File: src/rtl/bru_pkg.sv
// Shared definitions for the branch resolve unit.
//   - branch funct3 encodings
//   - 2-bit BHT counter states, reset state and saturating update helper
//   - fall-through PC increment
package bru_pkg;

  localparam logic [2:0] F3_BEQ  = 3'b000;
  localparam logic [2:0] F3_BNE  = 3'b001;
  localparam logic [2:0] F3_BLT  = 3'b100;
  localparam logic [2:0] F3_BGE  = 3'b101;
  localparam logic [2:0] F3_BLTU = 3'b110;
  localparam logic [2:0] F3_BGEU = 3'b111;

  typedef enum logic [1:0] {
    SNT = 2'b00,
    WNT = 2'b01,
    WT  = 2'b10,
    ST  = 2'b11
  } bht_ctr_e;

  localparam bht_ctr_e BHT_RESET = WNT;

  localparam int unsigned FALL_THROUGH_INC = 4;

  // Saturating 2-bit counter step: toward ST on taken, toward SNT otherwise.
  function automatic bht_ctr_e bht_ctr_next(input bht_ctr_e c, input logic taken);
    bht_ctr_e n;
    n = c;
    case (c)
      SNT: n = taken ? WNT : SNT;
      WNT: n = taken ? WT  : SNT;
      WT:  n = taken ? ST  : WNT;
      ST:  n = taken ? ST  : WT;
    endcase
    return n;
  endfunction

endpackage

File: src/rtl/bru_bht.sv
// Direct-mapped branch history table of 2-bit saturating counters.
// Ports:
//   CLK, RESET_N   clock (rising edge), asynchronous active-low reset
//   rd_idx_i       lookup index (fetch side)
//   rd_taken_o     combinational prediction (counter MSB) for rd_idx_i
//   upd_en_i       train the entry at upd_idx_i this cycle
//   upd_idx_i      index of the entry to train
//   upd_taken_i    resolved direction used for training
// A lookup of the entry being trained returns the pre-update value.
module bru_bht
  import bru_pkg::*;
#(
  parameter int unsigned DEPTH = 64,
  parameter int unsigned IDX_W = 6
) (
  input  logic             CLK,
  input  logic             RESET_N,
  input  logic [IDX_W-1:0] rd_idx_i,
  output logic             rd_taken_o,
  input  logic             upd_en_i,
  input  logic [IDX_W-1:0] upd_idx_i,
  input  logic             upd_taken_i
);

  bht_ctr_e   ctr_q [DEPTH];
  bht_ctr_e   ctr_d;
  logic [1:0] rd_ctr;

  assign ctr_d      = bht_ctr_next(ctr_q[upd_idx_i], upd_taken_i);
  assign rd_ctr     = ctr_q[rd_idx_i];
  assign rd_taken_o = rd_ctr[1];

  always_ff @(posedge CLK or negedge RESET_N) begin
    if (!RESET_N) begin
      for (int unsigned i = 0; i < DEPTH; i++) begin
        ctr_q[i] <= BHT_RESET;
      end
    end else if (upd_en_i) begin
      ctr_q[upd_idx_i] <= ctr_d;
    end
  end

endmodule

File: src/rtl/branch_resolve_unit.sv
// Registered branch/jump resolution stage (EX/MEM boundary).
// Evaluates the branch condition from ALU flags, selects the target, and
// issues a one-cycle redirect (also the flush request) when the outcome
// differs from the fetch-time prediction. Counts redirects saturatingly.
// Optional feature macro: BRU_BHT_EN
//   defined   : BHT trained by resolved branches, FETCH_PRED_TAKEN from BHT
//   undefined : static not-taken; PRED_TAKEN ignored, FETCH_PRED_TAKEN = 0
// Ports:
//   CLK, RESET_N         clock (rising edge), asynchronous active-low reset
//   VALID_IN, STALL      EX instruction valid, pipeline stall
//   PC, BRANCH_IMM       EX PC and sign-extended B-immediate
//   JUMP_TARGET          ALU-computed JAL/JALR target
//   FUNC_3               branch funct3
//   BRANCH_SIGNAL        conditional branch
//   JUMP_SIGNAL          JAL/JALR (wins over BRANCH_SIGNAL)
//   ZERO/SIGN_BIT/SLTU_BIT_SIGNAL  ALU compare flags
//   PRED_TAKEN           fetch-time prediction for the EX instruction
//   FETCH_PC             fetch PC for BHT lookup
//   FETCH_PRED_TAKEN     combinational prediction for FETCH_PC
//   REDIRECT_VALID/PC    registered redirect pulse and target
//   MISPREDICT_COUNT     saturating redirect count
module branch_resolve_unit
  import bru_pkg::*;
#(
  parameter int unsigned XLEN      = 32,
  parameter int unsigned BHT_DEPTH = 64,
  parameter int unsigned CNT_W     = 16
) (
  input  logic             CLK,
  input  logic             RESET_N,
  input  logic             VALID_IN,
  input  logic             STALL,
  input  logic [XLEN-1:0]  PC,
  input  logic [XLEN-1:0]  BRANCH_IMM,
  input  logic [XLEN-1:0]  JUMP_TARGET,
  input  logic [2:0]       FUNC_3,
  input  logic             BRANCH_SIGNAL,
  input  logic             JUMP_SIGNAL,
  input  logic             ZERO_SIGNAL,
  input  logic             SIGN_BIT_SIGNAL,
  input  logic             SLTU_BIT_SIGNAL,
  input  logic             PRED_TAKEN,
  input  logic [XLEN-1:0]  FETCH_PC,
  output logic             FETCH_PRED_TAKEN,
  output logic             REDIRECT_VALID,
  output logic [XLEN-1:0]  REDIRECT_PC,
  output logic [CNT_W-1:0] MISPREDICT_COUNT
);

  if ((BHT_DEPTH < 2) || ((BHT_DEPTH & (BHT_DEPTH - 1)) != 0)) begin : g_bad_depth
    $error("BHT_DEPTH must be a power of two >= 2");
  end

  logic             redirect_valid_q, redirect_valid_d;
  logic [XLEN-1:0]  redirect_pc_q, redirect_pc_d;
  logic [CNT_W-1:0] mispredict_cnt_q, mispredict_cnt_d;

  logic             resolve;
  logic             cond;
  logic             taken;
  logic             pred_eff;
  logic             redirect;
  logic [XLEN-1:0]  fall_pc;
  logic [XLEN-1:0]  branch_pc;
  logic [XLEN-1:0]  jump_pc;
  logic [XLEN-1:0]  target_pc;
  logic             unused_inputs;

  // The cycle after a redirect is the wrong-path shadow: nothing resolves.
  assign resolve = VALID_IN & ~STALL & ~redirect_valid_q;

  always_comb begin
    cond = 1'b0;
    case (FUNC_3)
      F3_BEQ:  cond = ZERO_SIGNAL;
      F3_BNE:  cond = ~ZERO_SIGNAL;
      F3_BLT:  cond = SIGN_BIT_SIGNAL & ~ZERO_SIGNAL;
      F3_BGE:  cond = ~SIGN_BIT_SIGNAL | ZERO_SIGNAL;
      F3_BLTU: cond = SLTU_BIT_SIGNAL & ~ZERO_SIGNAL;
      F3_BGEU: cond = ~SLTU_BIT_SIGNAL | ZERO_SIGNAL;
      default: cond = 1'b0;
    endcase
  end

  assign taken     = JUMP_SIGNAL | (BRANCH_SIGNAL & cond);
  assign fall_pc   = PC + XLEN'(FALL_THROUGH_INC);
  assign branch_pc = PC + BRANCH_IMM;
  assign jump_pc   = {JUMP_TARGET[XLEN-1:1], 1'b0};
  assign target_pc = JUMP_SIGNAL ? jump_pc : branch_pc;

  // Jumps always redirect; branches only when the direction was mispredicted.
  assign redirect = resolve &
                    (JUMP_SIGNAL | (BRANCH_SIGNAL & (taken != pred_eff)));

`ifdef BRU_BHT_EN
  localparam int unsigned IDX_W = $clog2(BHT_DEPTH);

  logic bht_upd_en;

  assign pred_eff   = PRED_TAKEN;
  assign bht_upd_en = resolve & BRANCH_SIGNAL & ~JUMP_SIGNAL;

  bru_bht #(
    .DEPTH (BHT_DEPTH),
    .IDX_W (IDX_W)
  ) u_bht (
    .CLK         (CLK),
    .RESET_N     (RESET_N),
    .rd_idx_i    (FETCH_PC[IDX_W+1:2]),
    .rd_taken_o  (FETCH_PRED_TAKEN),
    .upd_en_i    (bht_upd_en),
    .upd_idx_i   (PC[IDX_W+1:2]),
    .upd_taken_i (cond)
  );
`else
  assign pred_eff         = 1'b0;
  assign FETCH_PRED_TAKEN = 1'b0;
`endif

  assign unused_inputs = ^{FETCH_PC, PRED_TAKEN};

  always_comb begin
    redirect_valid_d = redirect;
    redirect_pc_d    = redirect_pc_q;
    mispredict_cnt_d = mispredict_cnt_q;
    if (redirect) begin
      redirect_pc_d = taken ? target_pc : fall_pc;
      if (mispredict_cnt_q != '1) begin
        mispredict_cnt_d = mispredict_cnt_q + CNT_W'(1);
      end
    end
  end

  always_ff @(posedge CLK or negedge RESET_N) begin
    if (!RESET_N) begin
      redirect_valid_q <= 1'b0;
      redirect_pc_q    <= '0;
      mispredict_cnt_q <= '0;
    end else begin
      redirect_valid_q <= redirect_valid_d;
      redirect_pc_q    <= redirect_pc_d;
      mispredict_cnt_q <= mispredict_cnt_d;
    end
  end

  assign REDIRECT_VALID   = redirect_valid_q;
  assign REDIRECT_PC      = redirect_pc_q;
  assign MISPREDICT_COUNT = mispredict_cnt_q;

endmodule
File: config.mk
export PLATFORM = sky130hd
export DESIGN_NAME = branch_resolve_unit
export DESIGN_NICKNAME = d
export VERILOG_FILES = /design/src/rtl/bru_pkg.sv /design/src/rtl/bru_bht.sv /design/src/rtl/branch_resolve_unit.sv
export SDC_FILE = /design/constraint.sdc
export NUM_CORES = 1
export LEC_CHECK = 0
export ABC_AREA = 1
export BUFFER_PORTS_ARGS = -buffer_cell sky130_fd_sc_hd__buf_2
export CAP_MARGIN = 20
export CELL_PAD_IN_SITES_DETAIL_PLACEMENT = 0
export CELL_PAD_IN_SITES_GLOBAL_PLACEMENT = 1
export CORE_UTILIZATION = 33
export DETAILED_ROUTE_END_ITERATION = 6
export PLACE_DENSITY = 0.85
export SYNTH_ARGS = -nofsm -noshare
export SYNTH_HDL_FRONTEND = slang
export SYNTH_SLANG_ARGS = --single-unit
File: constraint.sdc
create_clock -name CLK -period 2.05 [get_ports CLK]
set_input_delay 0.41 -clock CLK [delete_from_list [all_inputs] [get_ports CLK]]
set_output_delay 0.41 -clock CLK [all_outputs]
set_load 0.01 [all_outputs]
Word-level counts from Yosys, hierarchy flattened. Cells that the tools add are included. Widths: inputs -> output; s select.

Bitwise logic cells: 16. Equal/unequal tests: 6. Reduce and logical (&&, ||, !) cells: 2. Add/subtract/negate cells: 3. Multiplexer cells: 3.

Operator list (number): $mux 32 (2); $add 32x3->32 const B (1); $add 32x32->32 (1); $add 16x1->16 const B (1); $ne 16x16->1 const B (1); $eq 3x3->1 const B (4); $and 1x1->1 (7); $pmux 1 s6 (1); $not 1->1 (5); $or 1x1->1 (4); $eq 3x1->1 const B (1); $logic_not 3->1 (1); $reduce_and 2->1 (1).

Bits in registers: 49.

Longest topological paths before layout. Gate-level depths: netlist of the first run.

Word-level depth: 9. Depth in mapped cells: 13. Mapped depth without buffers: 13.

Least setup slack after synthesis of the first run. OpenSTA, ideal clock, no wires.

Path type: input to register. From: input PC[0]. To: register redirect_pc_q[6] (netlist: REDIRECT_PC[6]). Arrival: 1836 ps. Stages: 11. Required time: 1933 ps. Path slack: 98 ps. Path buffers: 0. Library setup time: 117 ps. Cells stage by stage: ha_1 -> fa_1 -> nand2_1 -> nand3_1 -> or2_2 -> nand3_1 -> nand2_1 -> nand2_1 -> o21ai_0 -> nand2_1 -> nand2_1.

Cells in the longest elaborated chain, start to end: 3.

RTL lines: from (decl) (line branch_resolve_unit.sv:33) `input logic [XLEN-1:0] PC,`; $add 32x32->32 (line branch_resolve_unit.sv:87) `assign branch_pc = PC + BRANCH_IMM;`; $mux 32 (line branch_resolve_unit.sv:89) `assign target_pc = JUMP_SIGNAL ? jump_pc : branch_pc;`; $mux 32 (*) (line branch_resolve_unit.sv:127) `redirect_pc_d = taken ? target_pc : fall_pc;`; to (signal assigned) (line branch_resolve_unit.sv:141) `redirect_pc_q <= redirect_pc_d;`; to (decl) (line branch_resolve_unit.sv:55) `logic [XLEN-1:0] redirect_pc_q, redirect_pc_d;`.

Every way passes the cells marked *; elsewhere a longest branch is shown, timed or not. A chain may end at the register's enable or synchronous reset.

Final worst setup path of the first run.
From: input PC[8]. To: register redirect_pc_q[17] (netlist: REDIRECT_PC[17]).

Same word-level chain as after synthesis.

==> impl_results.md, run 1 <==
- Status: completed
- Initial antenna violation count: 0
- GRT Total Usage: approximately a fifth
- Most common cell in the netlist: nand2_1
- Share of the synthesized area in the top cell type: between 20% and 30%
- Vias/cell: roughly 4.4
- CTS clk-pin slew, worst paths: 0.07 ns
- Routed WL per cell: 12.0 µm
- DRC Markers: 0
- Sw frac: a little over a third
- Routed WL: approximately 16 mm
- Post-Syn Area per Cell: 5.76 µm²
- DP Area: approximately 6600 µm²
- Largest net degree at the start of global routing: 50
- Relative slew margins: 57.6%
- P per Cell Area: between 500 and 600 nW/µm²
- Cell taking the most area after synthesis: nand2_1
- Tmin final: about 1.9 ns
- Layout net count: around 1300
- Starting Density: about 34%
- TNS Setup: 0 ns
- Sequential element share of the synthesized area: between 20% and 30%
- Number of flops mapped to enable cells by yosys: 0
- Core ar.: roughly 15000 µm²
- TritonCTS clock tree: yes
- Cell area after synthesis: 5180 µm²
- Clk network pwr share: 25.1%
- Setup Fix Bufs, Post-CTS: 0
- CP max FO: 5
- Hold Vio Cnt, Final: 0
- First-pass GRT wire length: 25.9 mm
- Clk root buf: clkbuf_16
- Setup crit end kind: flip-flop
- Final setup viols: 0
- Crit path required time: 2.26 ns
- Layout cells sized above 1: 20.8%
- Sink Count: 49
- Worst Skew: 0.00544 ns
- Skew-Pair Late Insertion Delay: 0.29 ns
- RSZ-0062 raised after global routing: false
- List of most frequent post-synthesis cells: nand2_1 (359), inv_1 (136), nor2_1 (111)
- ANT cells: 0
- Worst Tran Pin Value: between 0.6 and 0.7 ns
- Hold Crit Class: in2async
- DP Cell Count: 1300
- Top FF cell, synth: dfrtp_1
- Vias post-DR: about 5800
- Initial DRC Count: 248
- Ys Warns: 0
- Max-slew violation count: 0
- Max Clk Rate: approximately 530 MHz
- Die area: approximately 16000 µm²
- DP Wirelength: 13.3 mm
- Max clock buf depth: 2
- Maxcap violations: 0
- # rows: 45
- I/O pin cnt: 191
- Die Span Y: 127 µm
- Non-Filler Instances: 1308
- Pre-antenna DRT Iters: 5
- Syn-to-layout area delta: 30.7%
- Final ANT Viol Nets: 0
- PortBufs: ~160
- Synth area leaders: nand2_1 (26%), dfrtp_1 (24%), inv_1 (9.9%)
- Vias in the first global route: between 5000 and 6000
- Die extent in x: approximately 130 µm
- Crit Path Class: in2reg
- CTS Buf Count: 5
- Power Internal: 2.43 mW
- Crit path DAT: between 2 and 2.5 ns
- Fin crit share: a little over 90%
- Flops & latches, synth: 49
- Mapped Cells: about 900
- Post-route cell area: 6770 µm²
- Peak VDD IR: around 0.35 mV
- Sequential Power Share: roughly 33%
- Logic pwr share: 41.8%
- Total grt overflow: 0
- Synth Net Count: around 1100
- GP Congestion: about 0.9
- Total power: about 3.8 mW
- P_leak: approximately 4.0 nW
- Ys async rst share: between 90% and 100%
- H-tree depth: 2
- Type of origin of the critical path: primary input
- Yosys cell types: 31
- Switch Pwr: around 1.4 mW
routing by layer:
metal,track usage (%),part of all wire (%),up-vias
li1,-,-,3164
met1,25.8,47,2480
met2,35.6,47,149
met3,2.39,3.9,16
met4,5.04,2.1,0
met5,0,0,-
flip-flops by register name (all words and copies together), names as in the netlist:
name	count
MISPREDICT_COUNT	16
REDIRECT_PC	32
REDIRECT_VALID	1
cell usage in the layout (no fill, tap or decap), types with 6 or more instances in the layout:
master,Yosys,final
a21oi_1,37,37
buf_2,12,155
buf_4,1,50
dfrtp_1,49,49
ha_1,33,33
inv_1,136,136
nand2_1,359,358
nand3_1,69,68
nand4_1,10,10
nor2_1,111,111
nor3_1,7,7
o21ai_0,7,7
o21bai_1,6,6
xnor2_1,19,19
xor2_1,12,12
area by class of cell:
type,count,area [µm²]
fill,1692,8490
timing repair buffer,209,1230
multi-input combinational,695,3360
clock buffer,7,143
sequential,49,1230
clock inverter,1,30.0
inverter,136,510
tap,211,264
worst max-delay path: stages:
cell and delay (ns):
buf_2 0.12, ha_1 0.34, nand2_1 0.18, inv_1 0.08
a21oi_1 0.20, nand3_1 0.20, nand3_1 0.14, nand2_1 0.06
nand2_1 0.05, nand3_1 0.14, a21oi_1 0.18
cell families (layout without fill, tap and decap cells):
logic type	Yosys count	after routing	share of synthesized area, %
compound gates	58	58	6.31
xor+xnor	31	31	5.25
flops	49	49	23.7
simple gates	571	571	44.8
fa+ha+maj	34	34	8.36
buf+inv	154	353	11.5
other cells	1	1	0.0724
power by group through the flow:
stage               Sequential, mW  Combinational [mW]  Clock [mW]
finish                        1.27                1.59       0.956
global route                  1.29                1.81        1.02
CTS                           1.26                1.61       0.971
detailed placement            1.28                1.61           0
global placement              1.28                1.59           0
floorplan                     1.35               0.842           0
path summary, 6_finish.rpt:
path	slack (ns)	startpoint	cells after the start	to
hold / removal	0.22	RESET_N	2	MISPREDICT_COUNT[11]
setup reg to reg	0.40	REDIRECT_VALID	6	MISPREDICT_COUNT[15]
hold reg to reg	0.49	REDIRECT_PC[4]	2	REDIRECT_PC[4]
setup / recovery	0.16	PC[8]	11	REDIRECT_PC[17]
min in group CLK	0.45	JUMP_TARGET[9]	5	REDIRECT_PC[9]
max in group asynchronous	1.39	RESET_N	2	REDIRECT_PC[0]
repair_timing:
item                       4_1_cts  5_1_grt
setup endpoints to repair        0        4
gates resized for setup          0        3
hold buffers                     0        0
through the flow:
step                worst slack [ns]  hold slack, ns  utilization, %
floorplan                     0.0980           0.114               -
global placement              -0.154           0.464            43.2
detailed placement            -0.192           0.466            43.2
CTS                            0.114           0.244            44.3
global route                 0.00248           0.270            44.4
finish                         0.158           0.218            44.4
Note: power is estimated with default switching activity, not from simulation.
==> run 2, diff against run 1 <==
--- a/config.mk
+++ b/config.mk
@@ -8,11 +8,10 @@
 export ABC_AREA = 1
 export BUFFER_PORTS_ARGS = -buffer_cell sky130_fd_sc_hd__buf_2
 export CAP_MARGIN = 20
-export CELL_PAD_IN_SITES_DETAIL_PLACEMENT = 0
-export CELL_PAD_IN_SITES_GLOBAL_PLACEMENT = 1
-export CORE_UTILIZATION = 33
+export CORE_UTILIZATION = 51
 export DETAILED_ROUTE_END_ITERATION = 6
-export PLACE_DENSITY = 0.85
+export PLACE_DENSITY = 0.86
+export SKIP_LAST_GASP = 1
 export SYNTH_ARGS = -nofsm -noshare
 export SYNTH_HDL_FRONTEND = slang
 export SYNTH_SLANG_ARGS = --single-unit
==> run 2 against run 1 <==
Compared with the run above: register-to-register slack got worse by 0.11 ns; first-iteration DRC count increased by 30%; combinational power about the same; maximum frequency is 2.1% lower; final cell count fell by 6.7%; largest cell class unchanged; global-route usage grew 8.2 points; sequential power barely moved; highest routed layer unchanged.
==> impl_results.md, run 2 (synthesis results as in run 1) <==
- Status: completed
- Post-layout util: 66.6%
- Layout net count: approximately 1300
- First-pass GRT wire length: roughly 24 mm
- DRC Markers: 0
- P_leak: about 3.9 nW
- Worst Tran Pin Value: 0.617 ns
- Max clock buf depth: 2
- Skew-Pair Late Insertion Delay: roughly 0.30 ns
- Worst-case reg-to-reg path depth: 6
- Relative slew margins: about three fifths
- Footprint of the multi-input gates: approximately 3400 µm²
- Largest net degree at the start of global routing: 50
- P per Cell Area: roughly 540 nW/µm²
- Core ar.: between 9000 and 10000 µm²
- CTS Buf Count: 5
- Max-slew violation count: 0
- Vias/cell: ~5.0
- Max Clk Rate: around 520 MHz
- Total power: roughly 3.6 mW
- Vias in the first global route: ~5400
- Final setup viols: 0
- Setup crit end kind: flip-flop
- Die Span Y: a little over 100 µm
- Clk root buf: clkbuf_8
- WP buf/inv: 1
- DP Area: 6410 µm²
- Sink Count: approximately 50
- Peak VDD IR: roughly 0.53 mV
- CP Cell Sequence: buf_2, ha_1, fa_2, nand3_1, nand3_2, nand3_1, nand3b_1, nand2_1, nand2_1, nand2_1, nand3_1, a21oi_2
- Fin crit share: a little over nine tenths
- Most frequent cells in the layout: nand2_1 (359), buf_2 (155), inv_1 (136), nor2_1 (111), nand3_1 (68)
- Slowest stage cell, crit path: fa_2
- Initial DRC Count: about 320
- Hold-fix buffers at CTS: 0
- Crit path required time: 2.29 ns
- Die extent in x: ~100 µm
- Total grt overflow: 0
- Hold Crit Class: in2async
- Syn-to-layout area delta: 26.3%
- Crit Path Class: in2reg
- Routed WL per cell: 12.2 µm
- Hold Vio Cnt, Final: 0
- GRT Total Usage: between 20 and 30%
- Tmin final: 1.93 ns
- DP Cell Count: ~1200
- FF+latch area: roughly 1200 µm²
- ANT cells: 0
- Vias post-DR: approximately 6000
- Type of origin of the critical path: primary input
- I/O pin cnt: between 150 and 200
- CP max FO: 3
- # rows: 36
- Fillers: 960
- GP Congestion: roughly 0.90
- DP Wirelength: between 10 and 15 mm
- PortBufs: roughly 160
- CTS clk-pin slew, worst paths: 0.09 ns
- Initial antenna violation count: 0
- Die area: roughly 11000 µm²
- Critical Path Stages: 12
- Worst hold slack: slightly above 0.2 ns
- Pre-antenna DRT Iters: 5
- Non-Filler Instances: about 1200
- H-tree depth: 2
- CP max stage delay: 0.39 ns
- Max reg flops: 32
- Worst Skew: roughly 0.0061 ns
- Routed WL: about 15 mm
- Maxcap violations: 0
- Final ANT Viol Nets: 0
- TritonCTS clock tree: yes
- Crit path DAT: approximately 2.2 ns
- CP delay by family, top: simple AND/OR/NAND/NOR gates
- Starting Density: about 53%
- Layout cells sized above 1: ~20%
- Post-route cell area: 6540 µm²
- Commonest non-fill, non-tap cell in the layout: nand2_1
-- run 2: final timing paths --
| kind | slack (ns) | start | to |
|---|---|---|---|
| setup / recovery | 0.12 | PC[0] | REDIRECT_PC[20] |
| hold / removal | 0.20 | RESET_N | MISPREDICT_COUNT[8] |
| setup reg to reg | 0.29 | REDIRECT_VALID | MISPREDICT_COUNT[14] |
| hold reg to reg | 0.49 | REDIRECT_PC[5] | REDIRECT_PC[5] |
| max in group asynchronous | 1.43 | RESET_N | REDIRECT_PC[24] |
| min in group CLK | 0.43 | JUMP_TARGET[13] | REDIRECT_PC[13] |
-- run 2: final cells by class --
cell class | instances | share of cell area [%]
Multi-Input combinational cell | 695 | 51.5
Sequential cell | 49 | 18.8
Timing Repair Buffer | 200 | 17.6
Inverter | 136 | 7.81
Tap cell | 133 | 2.55
Clock buffer | 7 | 1.32
Clock inverter | 1 | 0.460
-- run 2: power by group --
group	switching [mW]	leakage (nW)	internal [mW]	total, mW
clock network	0.336	0.0585	0.399	0.735
logic	0.901	3.28	0.659	1.56
registers	0.125	0.611	1.14	1.26
total	1.36	3.95	2.19	3.56
-- run 2: metrics by stage --
stage / setup TNS [ns] / worst slack [ns]
CTS: 0 / 0.0990
finish: 0 / 0.118
floorplan: 0 / 0.0980
detailed placement: -2.81 / -0.213
global route: -0.00429 / -0.00429
global placement: -1.43 / -0.131
-- run 2: what timing repair did --
action | in CTS | in global routing
setup buffers | 0 | 0
gates resized for setup | 0 | 3
endpoints found under the setup margin | 0 | 5
-- run 2: metal layers --
metal,up-vias,global-route usage (%),routed length (µm)
li1,3134,-,-
met1,2657,34.2,6310
met2,222,51.1,7150
met3,43,3.32,876
met4,0,11.1,529
met5,-,0,0
==> run 3, diff against run 2 <==
--- a/config.mk
+++ b/config.mk
@@ -10,6 +10,7 @@
 export CAP_MARGIN = 20
 export CORE_UTILIZATION = 51
 export DETAILED_ROUTE_END_ITERATION = 6
+export MAX_ROUTING_LAYER = met4
 export PLACE_DENSITY = 0.86
 export SKIP_LAST_GASP = 1
 export SYNTH_ARGS = -nofsm -noshare
==> run 3 against run 2 <==
Compared with the run above: via count down 0.73%; global-route usage is 0.73 points higher; combinational power about the same; worst setup slack better by 0.052 ns; largest power group unchanged; core utilization down 0.18 points.
==> impl_results.md, run 3 (synthesis results as in run 1) <==
- Status: completed
- Crit path DAT: around 2.1 ns
- Initial DRC Count: a little under 300
- CTS Buf Count: 5
- Hold Vio Cnt, Final: 0
- Met2 wire length: approximately 7.1 mm
- CTS clk-pin slew, worst paths: roughly 0.10 ns
- Slowest stage cell, crit path: fa_2
- Largest net degree at the start of global routing: 50
- DP Wirelength: ~12 mm
- DRC Markers: 0
- Max Clk Rate: about 530 MHz
- Total grt overflow: 0
- WP buf/inv: 1
- H-tree depth: 2
- Layout net count: 1260
- ANT cells: 0
- Initial antenna violation count: 0
- Highest Signal Layer: met4
- Pre-antenna DRT Iters: 5
- Type of origin of the critical path: primary input
- Max clock buf depth: 2
- GP Congestion: ~0.9
- Critical Path Stages: 12
- CP Cell Sequence: buf_2, ha_1, fa_2, nand3_1, nand3_2, nand3_1, nand3b_1, nand2_1, nand2_1, nand2_1, nand3_1, a21oi_1
- Setup crit end kind: flip-flop
- Met3 Routed Length: ~780 µm
- I/O pin cnt: 191
- Core ar.: 9820 µm²
- Die area: 10600 µm²
- Peak VDD IR: 0.428 mV
- DP Area: 6390 µm²
- Routed WL per cell: ~12 µm
- Syn-to-layout area delta: 25.9%
- Crit Path Class: in2reg
- Vias/cell: roughly 4.9
- Most frequent cells in the layout: nand2_1 (358), buf_2 (155), inv_1 (136), nor2_1 (111), nand3_1 (68)
- Skew-Pair Late Insertion Delay: roughly 0.31 ns
- P per Cell Area: about 540 nW/µm²
- Routed WL: about 15 mm
- Tmin final: about 1.9 ns
- RSZ-0062 raised after global routing: false
- Maxcap violations: 0
- RR Startpoint: MISPREDICT_COUNT[0]
- Post-route cell area: between 6000 and 7000 µm²
- Final setup viols: 0
- Relative slew margins: between 50% and 60%
- Hold Crit Class: in2async
- # rows: 36
- Worst Skew: roughly 0.0085 ns
- Worst-case reg-to-reg path depth: 8
- Clk root buf: clkbuf_8
- Total power: roughly 3.5 mW
- TNS Setup: 0 ns
- Crit path required time: between 2 and 2.5 ns
- CP delay by family, top: simple AND/OR/NAND/NOR gates
- Vias in the first global route: between 5000 and 6000
- Max-slew violation count: 0
- GRT Total Usage: approximately 29%
- First-pass GRT wire length: roughly 24 mm
- Crit. Startpoint: PC[0]
- PortBufs: between 150 and 200
- Die extent in x: just over 100 µm
- Vias post-DR: ~6000
- Final ANT Viol Nets: 0
- CP max FO: 3
- Commonest non-fill, non-tap cell in the layout: nand2_1
- TritonCTS clock tree: yes
- Die Span Y: about 100 µm
- Starting Density: a little over half
- Sink Count: 49
- Worst Tran Pin Value: about 0.6 ns
- P_leak: between 3 and 4 nW
- CP max stage delay: ~0.38 ns
- Layout cells sized above 1: approximately a fifth
- Max reg flops: 32
- DRT met1 WL: 6.35 mm
- Fin crit share: around nine tenths
run 3: cell count changes in the layout (fill, tap and decap cells not counted), sizes merged:
cell / previous run / this run
clkbuf: 7 / 5
clkinvlp: 0 / 1
clkinv: 0 / 1
buf: 200 / 198
run 3: routing by layer:
layer	GRT usage [%]	vias up
met5	-	-
met3	3.05	40
met2	51.2	213
met4	11.1	0
met1	33.9	2626
li1	-	3133
run 3: worst register-to-register path, delay by kind of cell (launching register included):
family                   cells  cell delay [ns]
flip-flops                   1             0.48
AND/OR/NAND/NOR              4             0.42
buffers and inverters        2             0.35
adder cells (fa/ha/maj)      1             0.29
AO/OA/AOI/OAI                1             0.08
run 3: where the power goes:
group	internal, mW	switching, mW	leakage, nW
Sequential	1.14	0.130	0.611
Combinational	0.656	0.893	3.27
Clock	0.366	0.345	0.0543
run 3: final timing paths:
kind	to	slack, ns
worst max-delay path	REDIRECT_PC[28]	0.17
worst min-delay path	MISPREDICT_COUNT[9]	0.19
worst max register to register	MISPREDICT_COUNT[13]	0.36
worst min register to register	REDIRECT_PC[8]	0.48
max in group asynchronous	REDIRECT_PC[29]	1.45
min in group CLK	REDIRECT_PC[13]	0.42
run 3: repair_timing:
item                                    in CTS  in global routing
endpoints found under the setup margin       0                  3
hold buffers                                 0                  0
setup buffers                                0                  0
resized for setup                            0                  3
run 3: layout make-up:
cell class              count  area, µm²
repair buffers            198       1140
flip-flops and latches     49       1230
fillers                   942       3300
clock inverters             3       46.3
inverters                 136        510
well taps                 133        166
clock buffers               5       68.8
multi-input cells         695       3360
run 3: stage by stage:
step                      hold slack, ns  cells  setup slack (ns)  util, %
after floorplan                    0.114    898            0.0980        -
after global placement             0.458   1211            -0.132     65.1
after detailed placement           0.464   1211            -0.190     65.1
after CTS                          0.212   1219             0.137     66.3
after global routing               0.228   1219            0.0141     66.4
final                              0.192   1219             0.171     66.4
